$ cat config.mk
export PLATFORM = sky130hd
export DESIGN_NAME = conv_mac_engine
export DESIGN_NICKNAME = d
export VERILOG_FILES = /design/src/rtl/conv_mac_engine.sv
export SDC_FILE = /design/constraint.sdc
export NUM_CORES = 1
export LEC_CHECK = 0
export CORE_ASPECT_RATIO = 0.9
export CORE_MARGIN = 1
export CORE_UTILIZATION = 63
export CTS_BUF_LIST = sky130_fd_sc_hd__clkbuf_8 sky130_fd_sc_hd__clkbuf_16
export DETAILED_ROUTE_END_ITERATION = 6
export PLACE_DENSITY = 0.88
export SYNTH_ARGS = -nofsm -noshare
export SYNTH_HDL_FRONTEND = slang
export SYNTH_SLANG_ARGS = --single-unit
$ cat constraint.sdc
create_clock -name Clk -period 4.1 [get_ports Clk]
set_clock_uncertainty 0.2 [all_clocks]
set_input_delay 1.23 -clock Clk [delete_from_list [all_inputs] [get_ports Clk]]
set_output_delay 1.23 -clock Clk [all_outputs]
set_load 0.1 [all_outputs]
$ cat src/rtl/conv_mac_engine.sv
// conv_mac_engine: multi-channel convolution multiply-accumulate engine.
// Accepts a run of 1..MAX_TAPS taps, each carrying CHANNELS operand pairs,
// accumulates every product at full precision in one lane per channel, then
// reduces the lanes to one result held under a valid/ready handshake.
// Build option: define CONV_SATURATE_EN to clamp finalSum to the signed
// BIT_LENGTH range instead of truncating finalAccumulate.

// Per-channel accumulator lane: acc += sext(a) * sext(b) when enabled.
module conv_mac_lane #(
   parameter int BIT_LENGTH = 8,
   parameter int ACC_WIDTH  = 21
) (
   input  logic                        Clk,
   input  logic                        Rst,
   input  logic                        clr,
   input  logic                        en,
   input  logic [BIT_LENGTH-1:0]       a,
   input  logic [BIT_LENGTH-1:0]       b,
   output logic signed [ACC_WIDTH-1:0] acc
);
   logic signed [ACC_WIDTH-1:0] acc_d, acc_q;
   logic signed [ACC_WIDTH-1:0] a_ext, b_ext, prod;

   // Sign-extend operands to the accumulator width so the product cannot wrap.
   always_comb begin
      a_ext = $signed({{(ACC_WIDTH-BIT_LENGTH){a[BIT_LENGTH-1]}}, a});
      b_ext = $signed({{(ACC_WIDTH-BIT_LENGTH){b[BIT_LENGTH-1]}}, b});
      prod  = a_ext * b_ext;
   end

   // Clear has priority over accumulate.
   always_comb begin
      acc_d = acc_q;
      if (clr)     acc_d = '0;
      else if (en) acc_d = acc_q + prod;
   end

   // Accumulator register.
   always_ff @(posedge Clk or negedge Rst) begin
      if (!Rst) acc_q <= '0;
      else      acc_q <= acc_d;
   end

   assign acc = acc_q;
endmodule

module conv_mac_engine #(
   parameter int BIT_LENGTH = 8,
   parameter int CHANNELS   = 3,
   parameter int MAX_TAPS   = 9,
   parameter int ACC_WIDTH  = 2*BIT_LENGTH + $clog2(CHANNELS*MAX_TAPS),
   parameter int TAP_W      = $clog2(MAX_TAPS+1)
) (
   input  logic                           Clk,
   input  logic                           Rst,
   input  logic                           start,
   input  logic [TAP_W-1:0]               taps,
   input  logic                           clear,
   output logic                           busy,
   output logic                           error,
   input  logic                           in_valid,
   output logic                           in_ready,
   input  logic [CHANNELS*BIT_LENGTH-1:0] multiplier_input,
   input  logic [CHANNELS*BIT_LENGTH-1:0] multiplicand_input,
   output logic [TAP_W-1:0]               tap_count,
   output logic                           out_valid,
   input  logic                           out_ready,
   output logic signed [ACC_WIDTH-1:0]    finalAccumulate,
   output logic signed [BIT_LENGTH-1:0]   finalSum
);
   typedef enum logic [1:0] {S_IDLE, S_MAC, S_REDUCE, S_DONE} state_t;

   localparam logic [TAP_W-1:0] MAX_TAPS_W = TAP_W'(MAX_TAPS);

   state_t                        state_d, state_q;
   logic [TAP_W-1:0]              taps_d, taps_q;
   logic [TAP_W-1:0]              tap_count_d, tap_count_q;
   logic                          error_d, error_q;
   logic signed [ACC_WIDTH-1:0]   final_acc_d, final_acc_q;
   logic signed [BIT_LENGTH-1:0]  final_sum_d, final_sum_q;

   logic                          lane_clr, lane_en;
   logic [CHANNELS-1:0][ACC_WIDTH-1:0] acc_all;
   logic signed [ACC_WIDTH-1:0]   red_sum;
   logic signed [BIT_LENGTH-1:0]  narrow;
   logic                          taps_legal;

   // One accumulator lane per channel; all lanes share clear/enable.
   for (genvar g = 0; g < CHANNELS; g++) begin : g_lane
      conv_mac_lane #(
         .BIT_LENGTH (BIT_LENGTH),
         .ACC_WIDTH  (ACC_WIDTH)
      ) u_lane (
         .Clk (Clk),
         .Rst (Rst),
         .clr (lane_clr),
         .en  (lane_en),
         .a   (multiplier_input[g*BIT_LENGTH +: BIT_LENGTH]),
         .b   (multiplicand_input[g*BIT_LENGTH +: BIT_LENGTH]),
         .acc (acc_all[g])
      );
   end

   // Reduce the channel accumulators and narrow the sum to BIT_LENGTH.
   always_comb begin
      red_sum = '0;
      for (int c = 0; c < CHANNELS; c++) red_sum = red_sum + $signed(acc_all[c]);
`ifdef CONV_SATURATE_EN
      if (red_sum > $signed({{(ACC_WIDTH-BIT_LENGTH+1){1'b0}}, {(BIT_LENGTH-1){1'b1}}}))
         narrow = $signed({1'b0, {(BIT_LENGTH-1){1'b1}}});
      else if (red_sum < $signed({{(ACC_WIDTH-BIT_LENGTH+1){1'b1}}, {(BIT_LENGTH-1){1'b0}}}))
         narrow = $signed({1'b1, {(BIT_LENGTH-1){1'b0}}});
      else
         narrow = red_sum[BIT_LENGTH-1:0];
`else
      narrow = red_sum[BIT_LENGTH-1:0];
`endif
   end

   assign taps_legal = (taps != '0) && (taps <= MAX_TAPS_W);

   // Control FSM next-state and datapath controls; clear overrides everything.
   always_comb begin
      state_d     = state_q;
      taps_d      = taps_q;
      tap_count_d = tap_count_q;
      error_d     = 1'b0;
      final_acc_d = final_acc_q;
      final_sum_d = final_sum_q;
      lane_clr    = 1'b0;
      lane_en     = 1'b0;
      if (clear) begin
         state_d     = S_IDLE;
         tap_count_d = '0;
         lane_clr    = 1'b1;
      end else begin
         unique case (state_q)
            S_IDLE: begin
               if (start) begin
                  if (taps_legal) begin
                     taps_d      = taps;
                     tap_count_d = '0;
                     lane_clr    = 1'b1;
                     state_d     = S_MAC;
                  end else begin
                     error_d = 1'b1;
                  end
               end
            end
            S_MAC: begin
               if (in_valid) begin
                  lane_en     = 1'b1;
                  tap_count_d = tap_count_q + TAP_W'(1);
                  if (tap_count_q + TAP_W'(1) == taps_q) state_d = S_REDUCE;
               end
            end
            S_REDUCE: begin
               final_acc_d = red_sum;
               final_sum_d = narrow;
               state_d     = S_DONE;
            end
            S_DONE: begin
               if (out_ready) state_d = S_IDLE;
            end
            default: state_d = S_IDLE;
         endcase
      end
   end

   // Control and result registers.
   always_ff @(posedge Clk or negedge Rst) begin
      if (!Rst) begin
         state_q     <= S_IDLE;
         taps_q      <= '0;
         tap_count_q <= '0;
         error_q     <= 1'b0;
         final_acc_q <= '0;
         final_sum_q <= '0;
      end else begin
         state_q     <= state_d;
         taps_q      <= taps_d;
         tap_count_q <= tap_count_d;
         error_q     <= error_d;
         final_acc_q <= final_acc_d;
         final_sum_q <= final_sum_d;
      end
   end

   assign busy            = (state_q != S_IDLE);
   assign in_ready        = (state_q == S_MAC);
   assign out_valid       = (state_q == S_DONE);
   assign error           = error_q;
   assign tap_count       = tap_count_q;
   assign finalAccumulate = final_acc_q;
   assign finalSum        = final_sum_q;
endmodule

==> results of run 1 <==
through the flow:
step                      util, %  setup WS (ns)
after global placement      81.98         -3.167
after CTS                   88.85         -2.810
after detailed placement    81.98         -3.532
after floorplan                 -         -2.500
repair_timing:
item,4_1_cts
pin swaps,199
gates resized for setup,439
setup buffers,67
hold endpoints to repair,0
hold buffers,0
setup endpoints to repair,54
logic make-up after synthesis:
kind of cell / Yosys count / synth area share [%]
fa+ha+maj: 363 / 38.98
buf+inv: 332 / 8.345
mux: 14 / 0.9818
simple gates: 476 / 15.86
compound gates: 327 / 13.65
xor+xnor: 116 / 6.643
flops: 95 / 15.54
metal layers:
layer | overflow | GRT usage, %
met5 | 2 | 52.77
met4 | 91 | 94.26
met3 | 11 | 78.31
met2 | 158 | 100.8
met1 | 12 | 84.72
==> run_results.csv, run 1 <==
group,metric,value,unit
clocking,cts_made_buffers,9,
global_routing,grt_use_total,88.07,%
logic_synthesis,synth_fp_nets,2144,
logic_synthesis,ys_seq_area_share,15.54,%
logic_synthesis,synth_most_common_cell,"inv_1",
outcome,status,"aborted with a tool error",
outcome,tool.error,"[ERROR GRT-0232] Routing congestion too high. Check the congestion heatmap in the GUI.",
logic_synthesis,synth.cell_area,15290,µm²
logic_synthesis,synth_area_leaders,"fa_1, dfrtp_1, ha_1",
logic_synthesis,synth_top_cells_by_count,"inv_1, fa_1, ha_1",
clocking,cts_root_buf,"clkbuf_16",
clocking,clock_path_buffers,2,
logic_synthesis,synth_top_area_share,24.74,%
floorplanning,ios,95,
floorplanning,initial_core_util,64.78,%
place,io_buffers,94,
logic_synthesis,ys_warn_count,0,
timing,worstEndpointGrtRepair,"g_lane[0].u_lane.acc[20]$_DFFE_PN0P_/D",
logic_synthesis,synth_edf_count,0,
floorplanning,die_y,149.8,µm
place,dpl_cell_area,19350,µm²
logic_synthesis,synth_top_area_cell,"fa_1",
global_routing,grt.overflow.total,274,
floorplanning,rows,53,
logic_synthesis,ys_ff_latch,95,
floorplanning,die_w,166.2,µm
place,place_hpwl,35210,µm
place,place_inst,2406,
clocking,htree_levels,3,
logic_synthesis,synthDistinctLibCells,61,
clocking,clock-sinks,95,
logic_synthesis,syn_avg_cell_area,8.876,µm²
logic_synthesis,synthCells,1723,
logic_synthesis,synth_ff_type,"dfrtp_1",
logic_synthesis,synthArstFlopShare,100.0,%
timing,worst_endpoint_kind,"sequential cell input",
outcome,lastStage,"global routing (5_1_grt)",
global_routing,grt_start_max_net_pins,73,
place,place_congestion,0.9480,
==> run 2: changes to the inputs <==
CORE_ASPECT_RATIO = not set   (was 0.9)
CORE_UTILIZATION = 40   (was 63)
CTS_BUF_LIST = not set   (was sky130_fd_sc_hd__clkbuf_8 sky130_fd_sc_hd__clkbuf_16)
PLACE_DENSITY = not set   (was 0.88)
PLACE_DENSITY_LB_ADDON = 0.15   (was not set)
==> run 2 against run 1 <==
  * The flow now finishes, with violations (setup timing)
  * Synthesized cell count is the same
  * Synthesized area unchanged
==> run_results.csv, run 2 <==
group,metric,value,unit
outcome,status,"finished with violations",
outcome,violations,"setup timing",
worst_setup_path,cp.arrival,6.68,ns
timing,setup_violations,51,
worst_setup_path,worstSetupPathType,"in2reg",
global_routing,grt_pass1_vias,13646,
clocking,cts_root_buf,"clkbuf_16",
worst_hold_path,holdPathEnd,"finalAccumulate[8]$_DFFE_PN0P_",
finish,layout.nets,2615,
logic_synthesis,synth_area_leaders,"fa_1, dfrtp_1, ha_1",
logic_synthesis,synth_edf_count,0,
finish,fillers,3314,
clocking,cts.clk_slew.worst_paths,0.06,ns
logic_synthesis,ys_ff_latch,95,
clocking,clock-sinks,95,
timing,worst_slew_pin_slew,0.9792,ns
finish,largest_reg_flops,63,
timing,fin_crit_sh,162.0,%
floorplanning,ios,95,
finish,final_common_cell,"buf_4",
logic_synthesis,synth.cell_area,15290,µm²
timing,post-route-min-period,6.643,ns
worst_hold_path,hold_depth,2,
drt,firstDrtPassIters,5,
finish,flow.area_growth_from_synthesis,43.21,%
worst_setup_path,reg2reg_slack,0.32,ns
logic_synthesis,ys_seq_area_share,15.54,%
drt,ant_nets,0,
clocking,cts_tree,"built",
global_routing,grt_start_max_net_pins,63,
finish,final_cells,2710,
logic_synthesis,syn_avg_cell_area,8.876,µm²
floorplanning,rows,71,
clocking,cts_made_buffers,9,
timing,rsz0062_at_grt,"yes",
logic_synthesis,synth_most_common_cell,"inv_1",
drt,via_per_inst,4.860,
worst_setup_path,worstPathRequired,4.13,ns
worst_setup_path,path_max_fanout,4,
timing,hold_ws,0.2838,ns
timing,final-hold-violation-count,0,
worst_hold_path,min_path_type,"reg2reg",
logic_synthesis,synthCells,1723,
floorplanning,die_y,197.5,µm
drt,drtIter0Drc,486,
worst_setup_path,setup.worst_path.end_class,"register",
worst_setup_path,regToRegStartpoint,"g_lane[0].u_lane.acc[1]$_DFFE_PN0P_",
clocking,clkLatencyLatePin,0.35,ns
timing,maxSlewViolCount,0,
timing,max_freq,150.5,MHz
clocking,clock_path_buffers,2,
global_routing,grt_pass1_wl,65490,µm
logic_synthesis,synth_top_area_share,24.74,%
logic_synthesis,synth_top_area_cell,"fa_1",
global_routing,grt_use_total,20.61,%
finish,seq_area,2377,µm²
logic_synthesis,synth_top_cells_by_count,"inv_1, fa_1, ha_1",
floorplanning,initial_core_util,40.60,%
worst_setup_path,r2r-end,"finalAccumulate[17]$_DFFE_PN0P_",
drt,num_vias,13171,
global_routing,grt.overflow.total,0,
place,place_inst,2636,
logic_synthesis,synthDistinctLibCells,61,
drt,routed_wl,38890,µm
worst_hold_path,worstHoldStart,"finalAccumulate[8]$_DFFE_PN0P_",
logic_synthesis,synth_ff_type,"dfrtp_1",
logic_synthesis,synthArstFlopShare,100.0,%
worst_setup_path,cp-start-kind,"input port",
global_routing,antenna_found_initial,0,
floorplanning,die_w,197.5,µm
clocking,htree_levels,3,
floorplanning,die-area,39020,µm²
floorplanning,core,37670,µm²
place,place_congestion,0.8865,
drt,routedWlPerCell,14.35,µm
finish,multi_input_area,13340,µm²
job,drv_cap,0,
timing,setup_ws,-2.543,ns
finish,final_cell_mix,"buf_4, inv_1, fa_1",
worst_setup_path,reg2reg_depth,14,
finish,antenna_cells,0,
place,io_buffers,94,
finish,drive_gt1_share,37.24,%
timing,slew_headroom,34.72,%
logic_synthesis,ys_warn_count,0,
logic_synthesis,synth_fp_nets,2144,
drt,drc,0,
place,place_hpwl,31510,µm
-- run 2: cell counts after synthesis --
Identical to the previous run, type by type.
-- run 2: critical path, stage by stage --
cell and delay [ns]:
buf_8 0.11, and2_4 0.15, fa_1 0.51, inv_2 0.04, fa_1 0.52, inv_2 0.04, fa_1 0.56, inv_2 0.04
fa_1 0.49, inv_2 0.05, ha_4 0.22, o21ai_1 0.07, nor2_1 0.07, o41a_1 0.41, nand4_1 0.12, nand3_2 0.10
xor2_2 0.17, ha_1 0.33, a21o_1 0.20, a21oi_2 0.16, nand3_1 0.11, o21ai_2 0.23, buf_4 0.15, buf_4 0.11
o21ai_2 0.06, a21oi_2 0.16, xor2_1 0.17, o21ai_1 0.08
-- run 2: cells by family after synthesis --
kind of cell | after synthesis | share of synthesized area [%]
AOI/OAI and AO/OA | 327 | 13.65
xor gates and xnor gates | 116 | 6.643
adders and majority gates | 363 | 38.98
buffers and inverters | 332 | 8.345
DFF | 95 | 15.54
muxes | 14 | 0.9818
and+or+nand+nor | 476 | 15.86
-- run 2: through the flow --
step                      instance area, µm²  setup slack, ns  setup TNS, ns  utilization [%]
after floorplan                        15860           -2.500         -74.74                -
after global placement                 19770           -3.363        -124.33            52.47
after detailed placement               19770           -3.424        -125.93            52.47
after CTS                              21280           -2.643         -85.19            56.49
after global routing                   21900           -2.786         -92.66            58.15
final                                  21900           -2.543         -83.38            58.15
-- run 2: per-layer routing --
metal	track usage (%)	up-vias	routed length [µm]
met5	0	-	0
met4	3.330	0	431
met3	1.895	31	789
met2	36.38	132	19990
met1	27.70	6465	17680
li1	-	6543	-
-- run 2: what timing repair did --
item                                    CTS  global route
endpoints found under the setup margin   53            51
hold buffers                              0             0
gates resized for setup                 458           121
pin swaps                               217           141
buffers inserted                         57            22
-- run 2: worst max path at each step --
stage                                       from                                   end  slack (ns)
after floorplan              multiplier_input[5]  g_lane[0].u_lane.acc[20]$_DFFE_PN0P_       -2.50
after global placement    multiplicand_input[17]  g_lane[2].u_lane.acc[20]$_DFFE_PN0P_       -3.36
after detailed placement     multiplier_input[3]  g_lane[0].u_lane.acc[20]$_DFFE_PN0P_       -3.42
after CTS                    multiplier_input[4]  g_lane[0].u_lane.acc[20]$_DFFE_PN0P_       -2.64
after global routing         multiplier_input[6]  g_lane[0].u_lane.acc[20]$_DFFE_PN0P_       -2.79
final                        multiplier_input[6]  g_lane[0].u_lane.acc[18]$_DFFE_PN0P_       -2.54
-- run 2: final cells by class --
class                           instances  share of cell area (%)
Multi-Input combinational cell       1296                   60.90
Timing Repair Buffer                  490                   18.72
Sequential cell                        95                   10.85
Inverter                              302                   5.187
Tap cell                              511                   2.919
Clock buffer                           12                   1.171
Clock inverter                          4                  0.2456
Power of run 2 is left out: the tool's default activity adds up to more than one toggle a clock period on the data nets, which glitch-free logic cannot reach.
==> run 3: changes to the inputs <==
CORE_UTILIZATION = 45   (was 40)
==> run 3 against run 2 <==
  * The run still ends with setup timing left
  * Design area is 0.40% higher
  * Register-to-register slack hardly changed
  * Global-route usage is 2.8 points higher
  * Core utilization is 7.6 points higher
  * Maximum frequency is 2.5% lower
  * Wire length is 4.7% higher
  * Critical path depth is 1 higher
  * Non-clock buffer count is 6 lower
  * First-iteration DRC count is 5.1% higher
  * Setup slack worse by 0.17 ns
  * Clock-buffer cell count is 3 lower
  * Die area is 11% lower
  * Critical endpoint unchanged
==> run_results.csv, run 3 (synthesis results as in run 2) <==
group,metric,value,unit
worst_setup_path,slowest_stage,"fa_1",
finish,layout.nets,2609,
worst_setup_path,reg2reg_depth,14,
timing,fin_crit_sh,166.2,%
drt,via_per_inst,5.075,
drt,ant_nets,0,
timing,slew_headroom,37.85,%
finish,final_cell_mix,"buf_4, inv_1, fa_1",
worst_setup_path,crit_buf_inv,8,
finish,final_common_cell,"buf_4",
worst_setup_path,cpMostUsedCell,"fa_1",
clocking,cts.clk_slew.worst_paths,0.07,ns
worst_hold_path,min_path_type,"reg2reg",
place,post-place-ws,-3.413,ns
global_routing,grt.overflow.total,0,
timing,setup_violations,51,
worst_hold_path,worstHoldStart,"finalAccumulate[12]$_DFFE_PN0P_",
worst_hold_path,hold_depth,2,
clocking,cts_root_buf,"clkbuf_16",
timing,setup_ws,-2.713,ns
place,place_congestion,0.9092,
clocking,clock_path_buffers,2,
worst_setup_path,path_max_fanout,7,
global_routing,grt_start_max_net_pins,55,
worst_setup_path,worstPathRequired,4.15,ns
drt,routed_wl,40720,µm
clocking,clkLatencyLatePin,0.36,ns
timing,maxSlewViolCount,0,
global_routing,grt_pass1_vias,14066,
timing,finalSetupTns,-84.07,ns
worst_setup_path,cp_num_cells,29,
worst_setup_path,cp.arrival,6.86,ns
global_routing,grt_pass1_wl,67100,µm
worst_setup_path,critical-path-top-delay-family,"adder cells",
global_routing,antenna_found_initial,0,
timing,worst_slew_pin_slew,0.9322,ns
finish,largest_reg_flops,63,
clocking,clock-sinks,95,
worst_setup_path,worstSetupPathType,"in2reg",
finish,drive_gt1_share,38.62,%
timing,rsz0062_at_grt,"yes",
outcome,status,"finished with violations",
worst_setup_path,crit_start,"multiplier_input[3]",
drt,routedWlPerCell,15.42,µm
floorplanning,die_y,186.4,µm
floorplanning,initial_core_util,45.72,%
finish,final_util,65.74,%
global_routing,grt_use_total,23.46,%
place,io_buffers,94,
worst_setup_path,regToRegStartpoint,"g_lane[0].u_lane.acc[1]$_DFFE_PN0P_",
worst_setup_path,slowest_delay,0.53,ns
outcome,violations,"setup timing",
drt,drc,0,
place,place_hpwl,31830,µm
floorplanning,die-area,34730,µm²
clocking,cts_made_buffers,9,
floorplanning,ios,95,
finish,flow.area_growth_from_synthesis,43.79,%
floorplanning,die_w,186.4,µm
finish,antenna_cells,0,
floorplanning,rows,67,
worst_setup_path,setup.worst_path.end_class,"register",
timing,post-route-min-period,6.813,ns
clocking,cts_tree,"built",
drt,firstDrtPassIters,4,
timing,max_freq,146.8,MHz
timing,hold_ws,0.2842,ns
timing,final-hold-violation-count,0,
drt,num_vias,13402,
floorplanning,core,33450,µm²
clocking,htree_levels,3,
worst_setup_path,cp-start-kind,"input port",
drt,drtIter0Drc,511,
finish,fillers,2697,
job,drv_cap,0,
[run 3: changes by cell type in the layout (fill, tap and decap cells not counted), moves of 5 or more]
| cell | previous run | this run |
|---|---|---|
| buf_4 | 356 | 351 |
| nor2_2 | 8 | 15 |
| ha_1 | 128 | 122 |
| nor2_1 | 48 | 39 |
| ha_4 | 42 | 47 |
[run 3: cell type report]
type / instances / area [µm²] / share of cell area, %
flip-flops and latches: 95 / 2377 / 10.81
clock inverters: 7 / 81.33 / 0.3698
inverters: 302 / 1139 / 5.178
clock buffers: 9 / 225.2 / 1.024
repair buffers: 484 / 4048 / 18.41
multi-input cells: 1296 / 13560 / 61.66
well taps: 448 / 560.5 / 2.549
[run 3: stage by stage]
step | std cells | cell area [µm²]
finish | 2641 | 21990
floorplan | 1723 | 15860
CTS | 2613 | 21000
global placement | 2558 | 19560
global route | 2641 | 21990
detailed placement | 2558 | 19560
[run 3: worst paths after layout]
kind | to | slack [ns]
max in group asynchronous | finalAccumulate[3]$_DFFE_PN0P_ | 2.11
max reg2reg | finalAccumulate[19]$_DFFE_PN0P_ | 0.31
min | finalAccumulate[12]$_DFFE_PN0P_ | 0.28
min in group asynchronous | g_lane[2].u_lane.acc[2]$_DFFE_PN0P_ | 0.74
min reg2reg | finalAccumulate[12]$_DFFE_PN0P_ | 0.28
max | g_lane[0].u_lane.acc[18]$_DFFE_PN0P_ | -2.71
[run 3: metal layers]
layer  routed length (µm)  vias up  global-route usage, %
met1                17400     6613                  29.82
met2                21170      201                  41.40
li1                     -     6526                      -
met4                 1035        0                  7.470
met3                 1110       62                  2.802
met5                    0        -                      0
[run 3: timing repair]
action | CTS | global route
endpoints found under the hold margin | 0 | 0
resized for setup | 427 | 192
pin swaps | 167 | 161
buffers inserted | 45 | 40
setup endpoints to repair | 54 | 51
hold buffers | 0 | 0
[run 3: worst min-delay path: stages (launching register included)]
cell     delay [ns]
dfrtp_1        0.34
nand2_1        0.05
o21ai_0        0.06
Power of run 3 is left out for the same reason.
